===== config.mk =====
export PLATFORM = sky130hd
export DESIGN_NAME = bit_serial_subtractor
export DESIGN_NICKNAME = d
export VERILOG_FILES = /design/src/rtl/bit_serial_subtractor.sv
export SDC_FILE = /design/constraint.sdc
export NUM_CORES = 1
export LEC_CHECK = 0
export BUFFER_PORTS_ARGS = -buffer_cell sky130_fd_sc_hd__buf_2
export CAP_MARGIN = 20
export CORE_MARGIN = 8
export CORE_UTILIZATION = 40
export DETAILED_ROUTE_END_ITERATION = 10
export SETUP_SLACK_MARGIN = 0.15
export SKIP_LAST_GASP = 1
export SLEW_MARGIN = 20
export SYNTH_ARGS = -nofsm -noshare
export SYNTH_HDL_FRONTEND = slang
export SYNTH_SLANG_ARGS = --single-unit

===== constraint.sdc =====
create_clock -name QCK -period 1.9 [get_ports QCK]
set_input_delay 0.095 -clock QCK [delete_from_list [all_inputs] [get_ports QCK]]
set_output_delay 0.095 -clock QCK [all_outputs]
set_load 0.1 [all_outputs]

===== src/rtl/bit_serial_subtractor.sv =====
// Bit-serial unsigned subtractor: A - B - BI, one bit per enabled clock, LSB first.
// Single difference/borrow slice with a registered borrow and valid/ready handshakes.
module bit_serial_subtractor #(
  parameter int WIDTH = 8
) (
  input  logic             QCK,
  input  logic             QRT,
  input  logic             QEN,
  input  logic [WIDTH-1:0] A_DATA,
  input  logic [WIDTH-1:0] B_DATA,
  input  logic             BI,
  input  logic             IN_VALID,
  output logic             IN_READY,
  output logic [WIDTH-1:0] D_DATA,
  output logic             BO,
  output logic             OUT_VALID,
  input  logic             OUT_READY,
  output logic             BUSY
);

  localparam int CW = $clog2(WIDTH);
  localparam logic [CW-1:0] LAST = CW'(WIDTH - 1);

  typedef enum logic [1:0] {
    IDLE = 2'd0,
    RUN  = 2'd1,
    DONE = 2'd2
  } state_t;

  state_t           state;
  logic [WIDTH-1:0] a_sh;
  logic [WIDTH-1:0] b_sh;
  logic [WIDTH-1:0] res;
  logic [CW-1:0]    cnt;
  logic             brw;
  logic [WIDTH-1:0] d_q;
  logic             bo_q;
  logic             ov_q;
  logic             ir_q;
  logic             busy_q;

  logic             a_b;
  logic             b_b;
  logic             d_b;
  logic             br_next;
  logic [WIDTH-1:0] res_next;

  always_comb begin
    a_b      = a_sh[0];
    b_b      = b_sh[0];
    d_b      = a_b ^ b_b ^ brw;
    br_next  = (~a_b & b_b) | (~(a_b ^ b_b) & brw);
    res_next = {d_b, res[WIDTH-1:1]};
  end

  always_ff @(posedge QCK) begin
    if (!QRT) begin
      state  <= IDLE;
      a_sh   <= '0;
      b_sh   <= '0;
      res    <= '0;
      cnt    <= '0;
      brw    <= 1'b0;
      d_q    <= '0;
      bo_q   <= 1'b0;
      ov_q   <= 1'b0;
      ir_q   <= 1'b1;
      busy_q <= 1'b0;
    end else if (QEN) begin
      unique case (state)
        IDLE: begin
          if (IN_VALID) begin
            a_sh   <= A_DATA;
            b_sh   <= B_DATA;
            brw    <= BI;
            cnt    <= '0;
            ir_q   <= 1'b0;
            busy_q <= 1'b1;
            state  <= RUN;
          end
        end
        RUN: begin
          res  <= res_next;
          a_sh <= a_sh >> 1;
          b_sh <= b_sh >> 1;
          brw  <= br_next;
          cnt  <= cnt + CW'(1);
          // Last bit: publish and park the counter at zero
          if (cnt == LAST) begin
            d_q    <= res_next;
            bo_q   <= br_next;
            ov_q   <= 1'b1;
            busy_q <= 1'b0;
            cnt    <= '0;
            state  <= DONE;
          end
        end
        DONE: begin
          if (OUT_READY) begin
            ov_q  <= 1'b0;
            ir_q  <= 1'b1;
            state <= IDLE;
          end
        end
        default: state <= IDLE;
      endcase
    end
  end

  assign IN_READY  = ir_q;
  assign D_DATA    = d_q;
  assign BO        = bo_q;
  assign OUT_VALID = ov_q;
  assign BUSY      = busy_q;

endmodule


==> metrics.md <==
| Metric | Value |
|---|---|
| Outcome | complete, no violations |
| Initial DRC count | 91 |
| Power Dens Cells | 931 nW/um2 |
| Antenna violations before repair | 0 |
| Die H | 84.1 um |
| Register area share after synthesis | 0.442 |
| Design Power | 2.02 mW |
| IO Count | 34 |
| Hold-fix buffers, CTS | 0 |
| Leakage | 0.828 nW |
| Clock sink count | 41 |
| Worst r2r path cells | 5 |
| ANT nets after route | 0 |
| Worst Tran Pin Value | 0.708 ns |
| First-pass GRT wire length | 6350 um |
| Area Growth Syn to Fin | 16.8% |
| Max cap viols | 0 |
| Post-synth top area cell | dfxtp_1 |
| Setup TNS | 0 ns |
| Fraction of layout cells with a size suffix above 1 | 0.291 |
| Cell row count | 24 |
| Die width | 84.1 um |
| Crit path setup slack, layout | 0.395 ns |
| Crit end category | flip-flop |
| GR Util All Layers | 0.106 |
| Number of CTS-inserted buffers | 5 |
| Worst Path Required | 2.12 ns |
| Crit Path Max Fanout | 11 |
| Post-CTS Repair Setup Buffers | 0 |
| Max stage delay cell, worst path | and4b_1 |
| Maximum clock frequency | 664 MHz |
| Syn nets | 226 |
| Post-synth top cells | dfxtp_1, nand2_1, a21oi_1 |
| Post-cts gate resize count | 0 |
| Storage element area | 821 um2 |
| Vias in the first global route | 1390 |
| Residual DRC | 0 |
| Final Max Tran Viols | 0 |
| Stages on the worst setup path | 5 |
| YS warnings | 0 |
| Post-layout min period | 1.51 ns |
| Longest Clk Path Bufs | 2 |
| Crit path DAT | 1.72 ns |
| Hold Violations, Final | 0 |
| Main synth FF type | dfxtp_1 |
| Post-synthesis register bit count | 41 |
| Final Util | 0.491 |
| Post-synth EDFFs | 0 |
| Clk root buf | clkbuf_8 |
| Worst path buffer plus inverter count | 0 |
| Placed Area | 2040 um2 |
| Die area | 7080 um2 |
| Worst setup SP type | flip-flop |
| Synth cell types | 35 |
| Clock slew at reported path FFs | 0.08 ns |
| Asr flop ratio synth | 0 |
| Crit path kind | reg -> reg |
| Post-DP HPWL | 2720 um |
| Vias after detailed routing | 1433 |
| Multi-input gate area | 916 um2 |
| Antenna Cells | 0 |
| CTS tree | built |
| Post-Route Skew | 0.00349 ns |
| Tcrit/Tclk final | 0.792 |
| Core footprint | 4410 um2 |
| GPL Wtd Cong | 0.711 |
| Routed WL | 3790 um |
| Hold Path Class | in -> reg |
| Port Buffer Count | 33 |
| Top cell type's share of synthesized area | 0.442 |
| Mapped Area | 1860 um2 |
| Routed vias/inst | 5.08 |
| Top-count cell post-synth | dfxtp_1 |
| Slew headroom | 0.527 |
| Max incr delay on CP | 0.46 ns |
| Worst-skew pair later-pin latency | 0.29 ns |
| Final Cell Area | 2170 um2 |
| Synth area leaders | dfxtp_1, nand2_1, a21oi_1, mux2i_1, a211oi_2 |
| Mapped Cells | 200 |
| NumNets Final | 255 |
| Pin count of the biggest net entering global routing | 21 |
| Final setup violation count | 0 |
| Total gr overflow | 0 |
| CP dominant cell by count | ha_1 |
| CP top delay family | simple AND/OR/NAND/NOR gates |
| # fillers | 444 |
| 1st-pass router iterations | 4 |
| Mean area per synthesized cell | 9.28 um2 |
| Crit path cell chain | ha_1 -> ha_1 -> and4b_1 -> nor2_1 -> a211oi_1 |
| Peak supply drop | 368 uV |
| Pre-CTS setup slack | 0.405 ns |
| RSZ-0062 raised after global routing | no |
| Avg WL per Cell | 13.4 um |
| Starting density of the core | 0.421 |
| Hold path depth | 3 |
| H-Tree Depth | 2 |
[cell type report]
class                      count  area share
sequential                    41       0.378
inverter                       5     0.00865
clock inverter                 3      0.0300
multi-input combinational    138       0.422
clock buffer                   5      0.0317
tap                           52      0.0300
timing repair buffer          38      0.0992
[routing by layer]
layer / vias to the layer above / GRT usage / routed length (um)
li1: 756 / - / -
met1: 647 / 0.124 / 1830
met2: 25 / 0.166 / 1670
met3: 5 / 0.0502 / 243
met4: 0 / 0.0377 / 48
met5: - / 0 / 0
[tightest hold or removal path, cell delays in order]
cell	delay, ns
buf_2	0.11
nand2_1	0.05
o22ai_1	0.06
[sequential cells by signal, summed over array words and instances, names as in the netlist]
name / cells
IN_READY: 1
state: 2
a_sh: 8
D_DATA: 8
brw: 1
res: 7
OUT_VALID: 1
b_sh: 8
BO: 1
cnt: 3
BUSY: 1
[logic make-up (layout without fill, tap and decap cells)]
kind of cell    after synthesis  count (layout)  synth area share
flops                        41              41             0.442
mux                          14              14            0.0755
compound gates               64              64             0.244
fa+ha+maj                     4               4            0.0310
simple gates                 56              56             0.143
buf+inv                      21              51            0.0647
[placed cells by master, fill, tap and decap left out, types with 2 or more instances in the layout]
master and count:
dfxtp_1 41, nand2_1 39, buf_2 33, a21oi_1 28, mux2i_1 14, a21oi_2 9, a211oi_2 9, a211oi_1 7
inv_1 5, o21ai_0 5, clkbuf_8 5, buf_4 4, ha_1 3, nor2b_1 2, nand2b_1 2, nor2_1 2
o22ai_1 2, bufinv_16 2
[where the power goes]
| part | leakage (nW) | internal (mW) | switching [mW] |
|---|---|---|---|
| clock network | 0.0681 | 0.522 | 0.307 |
| registers | 0.334 | 0.897 | 0.0283 |
| logic | 0.425 | 0.108 | 0.158 |
[per-stage QoR]
stage | hold slack [ns] | instances
CTS | 0.0633 | 282
floorplan | 0.245 | 200
global placement | 0.369 | 274
global route | 0.0634 | 282
finish | 0.0683 | 282
detailed placement | 0.381 | 274
[worst paths after layout]
path / start / slack, ns / end
min: A_DATA[7] / 0.07 / a_sh[7]$_SDFFE_PN0P_
max: cnt[0]$_SDFFE_PN0P_ / 0.39 / BO$_SDFFE_PN0P_
max reg2reg: cnt[0]$_SDFFE_PN0P_ / 0.39 / BO$_SDFFE_PN0P_
min reg2reg: D_DATA[1]$_SDFFE_PN0P_ / 0.45 / D_DATA[1]$_SDFFE_PN0P_
(Power assumes the default switching activity.)
